<file path="config.mk">
export PLATFORM = sky130hd
export DESIGN_NAME = deck_dealer
export DESIGN_NICKNAME = d
export VERILOG_FILES = /design/src/rtl/deck_dealer.sv
export SDC_FILE = /design/constraint.sdc
export NUM_CORES = 1
export LEC_CHECK = 0
export BUFFER_PORTS_ARGS = -buffer_cell sky130_fd_sc_hd__buf_2
export CAP_MARGIN = 5
export CORE_MARGIN = 4
export CORE_UTILIZATION = 60
export DETAILED_ROUTE_END_ITERATION = 8
export HOLD_SLACK_MARGIN = 0.02
export PLACE_DENSITY = 0.77
export SLEW_MARGIN = 20
export SYNTH_ARGS = -nofsm -noshare
export SYNTH_HDL_FRONTEND = slang
export SYNTH_SLANG_ARGS = --single-unit
</file>
<file path="constraint.sdc">
create_clock -name clk -period 8.55 [get_ports clk]
set_input_delay 1.2825 -clock clk [delete_from_list [all_inputs] [get_ports clk]]
set_output_delay 1.2825 -clock clk [all_outputs]
set_load 0.01 [all_outputs]
</file>
<file path="src/rtl/deck_dealer.sv">
// Deck receiver: captures a shuffled card stream, checks it for range and duplicate
// errors, then deals the stored cards in order with rank, suit and points decoded.
module deck_dealer #(
    parameter int DECK_SIZE = 52,
    parameter int CARD_W    = 6
) (
    input  logic              clk,
    input  logic              rst,
    input  logic              loadFlag,
    input  logic [CARD_W-1:0] card,
    input  logic              newDeck,
    input  logic              dealReq,
    output logic              deckReady,
    output logic              deckEmpty,
    output logic              dealValid,
    output logic [CARD_W-1:0] dealtCard,
    output logic [3:0]        dealtRank,
    output logic [1:0]        dealtSuit,
    output logic [3:0]        dealtPoints,
    output logic              loadError
);

    typedef enum logic [1:0] {LOAD, READY, EMPTY} state_t;

    localparam logic [CARD_W-1:0] LAST = CARD_W'(DECK_SIZE - 1);

    state_t               state;
    logic [CARD_W-1:0]    deck [DECK_SIZE];
    logic [CARD_W-1:0]    wr_ptr;
    logic [CARD_W-1:0]    rd_ptr;
    logic [DECK_SIZE-1:0] seen;

    logic                 card_ok;
    logic                 accept;
    logic [CARD_W-1:0]    cur_card;
    logic [CARD_W-1:0]    cur_rem;
    logic [1:0]           cur_suit;
    logic [3:0]           cur_rank;
    logic [3:0]           cur_points;

    // The range test is evaluated first so seen[] is only consulted for legal codes.
    always_comb begin
        card_ok = (card <= LAST) && !seen[card];
        accept  = !rst && !newDeck && (state == LOAD) && loadFlag && card_ok;
    end

    // Divide/modulo by 13 via a short ladder of constant compares and subtracts.
    always_comb begin
        cur_card = deck[rd_ptr];
        if (cur_card >= CARD_W'(39)) begin
            cur_suit = 2'd3;
            cur_rem  = cur_card - CARD_W'(39);
        end else if (cur_card >= CARD_W'(26)) begin
            cur_suit = 2'd2;
            cur_rem  = cur_card - CARD_W'(26);
        end else if (cur_card >= CARD_W'(13)) begin
            cur_suit = 2'd1;
            cur_rem  = cur_card - CARD_W'(13);
        end else begin
            cur_suit = 2'd0;
            cur_rem  = cur_card;
        end
        cur_rank   = cur_rem[3:0] + 4'd1;
        cur_points = (cur_rank > 4'd10) ? 4'd10 : cur_rank;
    end

    always_ff @(posedge clk) begin
        if (accept) begin
            deck[wr_ptr] <= card;
        end
    end

    always_ff @(posedge clk) begin
        if (rst) begin
            state       <= LOAD;
            wr_ptr      <= '0;
            rd_ptr      <= '0;
            seen        <= '0;
            loadError   <= 1'b0;
            dealValid   <= 1'b0;
            dealtCard   <= '0;
            dealtRank   <= 4'd0;
            dealtSuit   <= 2'd0;
            dealtPoints <= 4'd0;
        end else begin
            dealValid <= 1'b0;
            if (newDeck) begin
                state     <= LOAD;
                wr_ptr    <= '0;
                rd_ptr    <= '0;
                seen      <= '0;
                loadError <= 1'b0;
            end else begin
                case (state)
                    LOAD: begin
                        if (loadFlag) begin
                            if (card_ok) begin
                                seen[card] <= 1'b1;
                                wr_ptr     <= wr_ptr + 1'b1;
                                if (wr_ptr == LAST) begin
                                    state <= READY;
                                end
                            end else begin
                                loadError <= 1'b1;
                            end
                        end
                    end
                    READY: begin
                        if (dealReq) begin
                            dealValid   <= 1'b1;
                            dealtCard   <= cur_card;
                            dealtRank   <= cur_rank;
                            dealtSuit   <= cur_suit;
                            dealtPoints <= cur_points;
                            rd_ptr      <= rd_ptr + 1'b1;
                            if (rd_ptr == LAST) begin
                                state <= EMPTY;
                            end
                        end
                    end
                    default: ;
                endcase
            end
        end
    end

    assign deckReady = (state == READY);
    assign deckEmpty = (state == EMPTY);

endmodule

</file>
After elaboration in Yosys (flattened, before gate mapping)
Memories as Yosys holds them, arrays and structs flattened. A register that Yosys moved wholly into a read port is not among the register bits.
Index checks and enable logic that the tools add are counted.
{"block": "op_classes", "mux": 22, "n_lt_le_gt_ge": 7, "n_addsub": 6, "reduce_logical": 18, "n_eq_ne": 9, "n_bitwise": 4}
{"operator": "$or A52 B52 Y52", "n": 1}
{"operator": "$mux W4", "n": 4}
{"operator": "$mux W2", "n": 7}
{"operator": "$add A6 B1 Y6 const B", "n": 2}
{"operator": "$eq A6 B6 Y1 const B", "n": 2}
{"operator": "$mux W6", "n": 2}
{"operator": "$reduce_and A3 Y1", "n": 3}
{"operator": "$sub A4 B4 Y4 const B", "n": 2}
{"operator": "$lt A6 B7 Y1 const B", "n": 1}
{"operator": "$bmux W1 S6", "n": 1}
{"operator": "$demux W1 S6", "n": 1}
{"operator": "$ge A6 B1 Y1 const B", "n": 1}
{"operator": "$ge A6 B4 Y1 const B", "n": 1}
{"operator": "$ge A6 B5 Y1 const B", "n": 1}
{"operator": "$ge A6 B6 Y1 const B", "n": 1}
{"operator": "$le A6 B6 Y1 const B", "n": 1}
{"operator": "$logic_and A1 B1 Y1", "n": 6}
{"operator": "$mux W1", "n": 6}
{"operator": "$ne A2 B2 Y1 const B", "n": 3}
{"operator": "$reduce_and A6 Y1", "n": 1}
{"operator": "$add A4 B1 Y4 const B", "n": 1}
{"operator": "$gt A4 B4 Y1 const B", "n": 1}
{"operator": "$ne A2 B1 Y1 const B", "n": 2}
{"operator": "$pmux W2 S2", "n": 1}
{"operator": "other kinds (10)", "n": 14}
{"block": "word_totals", "output_inout_bits": 20, "ramBits": 312, "ff_bits": 84, "n_memories": 1}
{"memory": "deck", "depth": 52, "width": 6, "rd": 1, "rd_clocked_by_memory_dff": 1, "wr": 1, "line_no": "28", "source": "logic [CARD_W-1:0] deck [DECK_SIZE];"}

Depth between registers and ports, before layout
{"block": "depth", "word_depth": 7, "depth_mapped": 21, "ltp_nobuf": 16}

Worst setup path before layout
No wires, ideal clock.
{"block": "synth_path", "kind": "input-to-reg", "start": "in card[0]", "end": "mem deck[31][0], enable pin", "stages": 9, "arrival_time_ns": 3.970, "setup_time_ns": 0.350, "t_required_ns": 8.200, "path_slack_ns": 4.230, "cell_sequence": "clkbuf_1 -> clkbuf_1 -> mux4_2 -> o32ai_1 -> mux2_2 -> nand3_1 -> nor3_1 -> nand3_1 -> nor2_1"}
{"block": "synth_via", "elab_chain_len": 7, "word_cells_on_any_way": 8, "classes_between": "1 x order compare; 4 x mux; 3 x reduce/logical"}
{"item": "from (decl)", "line_no": "10", "source": "input logic [CARD_W-1:0] card,"}
{"item": "$bmux W1 S6", "line_no": "43", "source": "card_ok = (card <= LAST) && !seen[card];"}
{"item": "$mux W1 (implied by the code)", "line_no": "43"}
{"item": "$logic_not A1 Y1", "line_no": "43"}
{"item": "$logic_and A1 B1 Y1 (*)", "line_no": "43"}
{"item": "$logic_and A1 B1 Y1 (*)", "line_no": "44", "source": "accept = !rst && !newDeck && (state == LOAD) && loadFlag && card_ok;"}
{"item": "$mux W1 (*)", "line_no": "68", "source": "if (accept) begin"}
{"item": "$mux W1 (implied by the code) (*)", "line_no": "69", "source": "deck[wr_ptr] <= card;"}
{"item": "to (decl)", "line_no": "28"}
Mark *: on every way between the ends. The rest lies on a longest branch, timed or not. The select of a mux whose other input is x is not followed.

==> metrics.md <==
| Metric | Value |
|---|---|
| Rows | 60 |
| Die area | 30300 µm² |
| Unrepaired setup endpoints after global routing | false |
| Req. time, crit path | 8.96 ns |
| Post-CTS sizing | 0 |
| Chip Height | 174 µm |
| Final net count | 1154 |
| CP max stage cell | dfxtp_4 |
| Final setup margin | 3.17 ns |
| Max Cap Violations | 0 |
| Total track usage | 24.9% |
| Largest net degree at the start of global routing | 76 |
| GRT overflow | 0 |
| Cts-stage hold buffer count | 0 |
| Min-delay worst type | flip-flop to flip-flop |
| Via density | 6.27 |
| Crit start category | flip-flop |
| Final Skew | 0.0200 ns |
| Post-synth EDFFs | roughly 310 |
| P per Cell Area | 212 nW/µm² |
| Flop and latch count out of synthesis | 402 |
| FMAX | 0.186 GHz |
| R2r worst-path depth | 15 |
| CTS Sinks | 402 |
| Final hold violations | 0 |
| Core area | 27100 µm² |
| Slew headroom | between 20 and 25% |
| TritonCTS Buffers | 39 |
| Routed via count | 9611 |
| Initial Utilization | 61.2% |
| CTS tree | yes |
| Die Width | approximately 170 µm |
| Seq/Total Area, Yosys | 67.4% |
| # Post-CTS Setup Buffers | 0 |
| CTS clk-pin slew, worst paths | 0.06 ns |
| GPL Wtd Cong | 0.826 |
| R2r setup slk | between 3 and 4 ns |
| Leakage | 5.80 nW |
| Final hold slack | 0.458 ns |
| CP max FO | 39 |
| DRC errors left | 0 |
| Post-route ant nets | 0 |
| Area after DPL | 16900 µm² |
| Worst Tran Pin Value | 1.14 ns |
| Top_reg_cell synth | edfxtp_1 |
| Nature of the critical path endpoint | flip-flop |
| Yosys top cell by area | edfxtp_1 |
| CP Data Arrival Time | 5.79 ns |
| Port Buf Inserts | 30 |
| Largest delay share family, worst path | compound AO/OA/AOI/OAI gates |
| Synthesized instance count | 1111 |
| Max Root-Sink Buffers | 3 |
| Post-synthesis cell area | 16600 µm² |
| Setup violations, final | 0 |
| Period utilization | 63.0% |
| Status | finished, final reports clean |
| Layout cell share with drive strength beyond 1 | 14.7% |
| DRT iter0 DRCs | ~1300 |
| Crit path buffers/inverters | 2 |
| Fin area | ~18000 µm² |
| Worst VDD drop | between 0.15 and 0.2 mV |
| Cell mode on critical path | ha_1 |
| Worst setup endpoint | dealtPoints[0] |
| Max H-tree Level | 2 |
| Finished Layout Cells | 1533 |
| P&R area growth vs syn | 9.50% |
| DPL Wire Length | 23.1 mm |
| Share of the synthesized area in the top cell type | about 57% |
| Critical path depth | 15 |
| Slew Limit Fails | 0 |
| Reg-to-Reg End | dealtPoints[0] |
| Total wire length | 37.6 mm |
| Clk root buf | clkbuf_16 |
| Critical path's largest stage delay | approximately 0.79 ns |
| Cell Chain, Critical Path | buf_4 > mux4_2 > mux2i_1 > a221oi_1 > a211oi_2 > inv_1 > ha_1 > nor2b_1 > o31a_1 > nand2_1 > a211o_1 > ha_1 > xnor2_1 > o21ai_0 > a32o_1 |
| First-pass GRT wire length | 57.7 mm |
| Vias in the first global route | 9536 |
| # IOs | 31 |
| Critical path class | flip-flop to flip-flop |
| Post-synth ARST share | 0% |
| Syn Area/Cell | between 10 and 15 µm² |
| Fin Setup TNS | 0 ns |
| Unique cell type count in the Yosys netlist | 75 |
| Clock latency on the worst-skew pair | approximately 0.53 ns |
| DR pass1 iterations | 5 |
| Placement Setup Slack | 2.79 ns |
| Post-Place Cells | 1463 |
| Net count after synthesis | 1133 |
| Initial antenna violation count | 0 |
| Minimum clock period | 5.38 ns |
| Drt wl/cell | 24.5 µm |
| Syn. warnings | 0 |
| Top area cells in the synthesized netlist | edfxtp_1, dfxtp_1, mux4_2 |
| Antenna diodes | 0 |
cell type report:
type,count,area [µm²]
flip-flops and latches,402,11200
clock buffers,54,1080
clock inverters,16,149
fillers,1829,8950
well taps,372,465
repair buffers,45,263
inverters,16,60.1
multi-input cells,628,4950
synth_stat cells, types with 3 or more instances:
library cell	instances
buf_2	12
buf_12	4
nand3b_1	5
nand3_1	29
xnor2_1	4
mux4_2	45
nor2b_1	15
nor2_1	164
and3b_1	3
a2bb2oi_1	3
mux4_1	16
and2_1	12
a211o_1	3
clkbuf_1	32
or2_2	4
xor2_1	8
a2111oi_0	3
nand2_1	37
or3b_2	3
ha_1	11
a221oi_1	12
o21ai_0	9
buf_1	3
a21oi_1	68
a22o_1	3
inv_1	13
a31oi_1	5
nand2b_1	5
mux2_2	10
and3_1	8
o32ai_1	3
mux2i_1	58
a211oi_1	9
a22oi_1	11
dfxtp_1	90
nand4_1	5
buf_6	3
edfxtp_1	312
nor3_1	14
buf_4	10
tightest hold or removal path, delay by kind of cell (launching register included):
kind,cells,cell delay (ns)
compound gates,1,0.06
flops,1,0.30
simple gates,1,0.05
power by group:
group	switching (W)	internal, W	total (W)
logic	0.0000674	0.0000202	0.0000876
registers	0.00000134	0.00210	0.00210
clock network	0.000685	0.000976	0.00166
layout by cell type, fill, tap and decap left out, drive strengths merged, types with 6 or more instances in the layout:
| master | n |
|---|---|
| edfxtp | 312 |
| nor3 | 14 |
| buf | 45 |
| a21oi | 68 |
| mux2i | 58 |
| nand3b | 6 |
| ha | 11 |
| xnor2 | 6 |
| clkinv | 14 |
| a22oi | 12 |
| nand3 | 29 |
| xor2 | 8 |
| nor2 | 164 |
| nor2b | 15 |
| a31oi | 6 |
| mux2 | 10 |
| clkbuf | 54 |
| and2 | 12 |
| dfxtp | 90 |
| mux4 | 61 |
| nand2 | 37 |
| o21ai | 11 |
| and3 | 8 |
| a221oi | 12 |
| a211oi | 10 |
| inv | 14 |
per-layer routing:
layer / part of all wire (%) / global-route usage (%) / vias to the layer above
met5: 0 / 0 / -
met4: 3.4 / 8.45 / 0
met3: 9.2 / 5.89 / 81
met2: 47 / 38.8 / 471
met1: 40 / 35.0 / 4749
li1: - / - / 4310
registers in the layout, indices dropped and copies added, names as in the netlist, named ones only:
register	count
rd_ptr	6
dealtCard	6
dealtPoints	4
loadError	1
dealValid	1
seen	52
deck	312
dealtSuit	2
wr_ptr	6
state	2
dealtRank	4
through the flow:
| stage | total power (W) | utilization (%) |
|---|---|---|
| 6_report | 0.00385 | 67.0 |
| 5_1_grt | 0.00397 | 67.0 |
| 4_1_cts | 0.00387 | 67.0 |
| 3_5_place_dp | 0.00223 | 62.4 |
| 3_3_place_gp | 0.00223 | 62.4 |
| 2_1_floorplan | 0.00219 | - |
worst min path at each step:
stage	startpoint	to	slack, ns	cells past startpoint
CTS	dealtRank[1]	dealtRank[1]	0.46	2
global route	dealtRank[1]	dealtRank[1]	0.49	2
floorplan	seen[15]	seen[15]	0.43	2
global placement	seen[29]	seen[29]	0.44	2
finish	dealtRank[2]	dealtRank[2]	0.46	2
detailed placement	dealtRank[2]	dealtRank[2]	0.45	2
cell families (layout without fill, tap and decap cells):
kind of cell / after synthesis / after routing / share of synthesized area (%)
flip-flops: 402 / 402 / 67.4
XOR/XNOR: 14 / 14 / 0.898
adder cells (fa/ha/maj): 11 / 11 / 0.830
multiplexers: 129 / 129 / 12.8
AND/OR/NAND/NOR: 315 / 315 / 8.80
AO/OA/AOI/OAI: 159 / 159 / 6.49
buffers and inverters: 81 / 131 / 2.75
(Power assumes the default switching activity.)
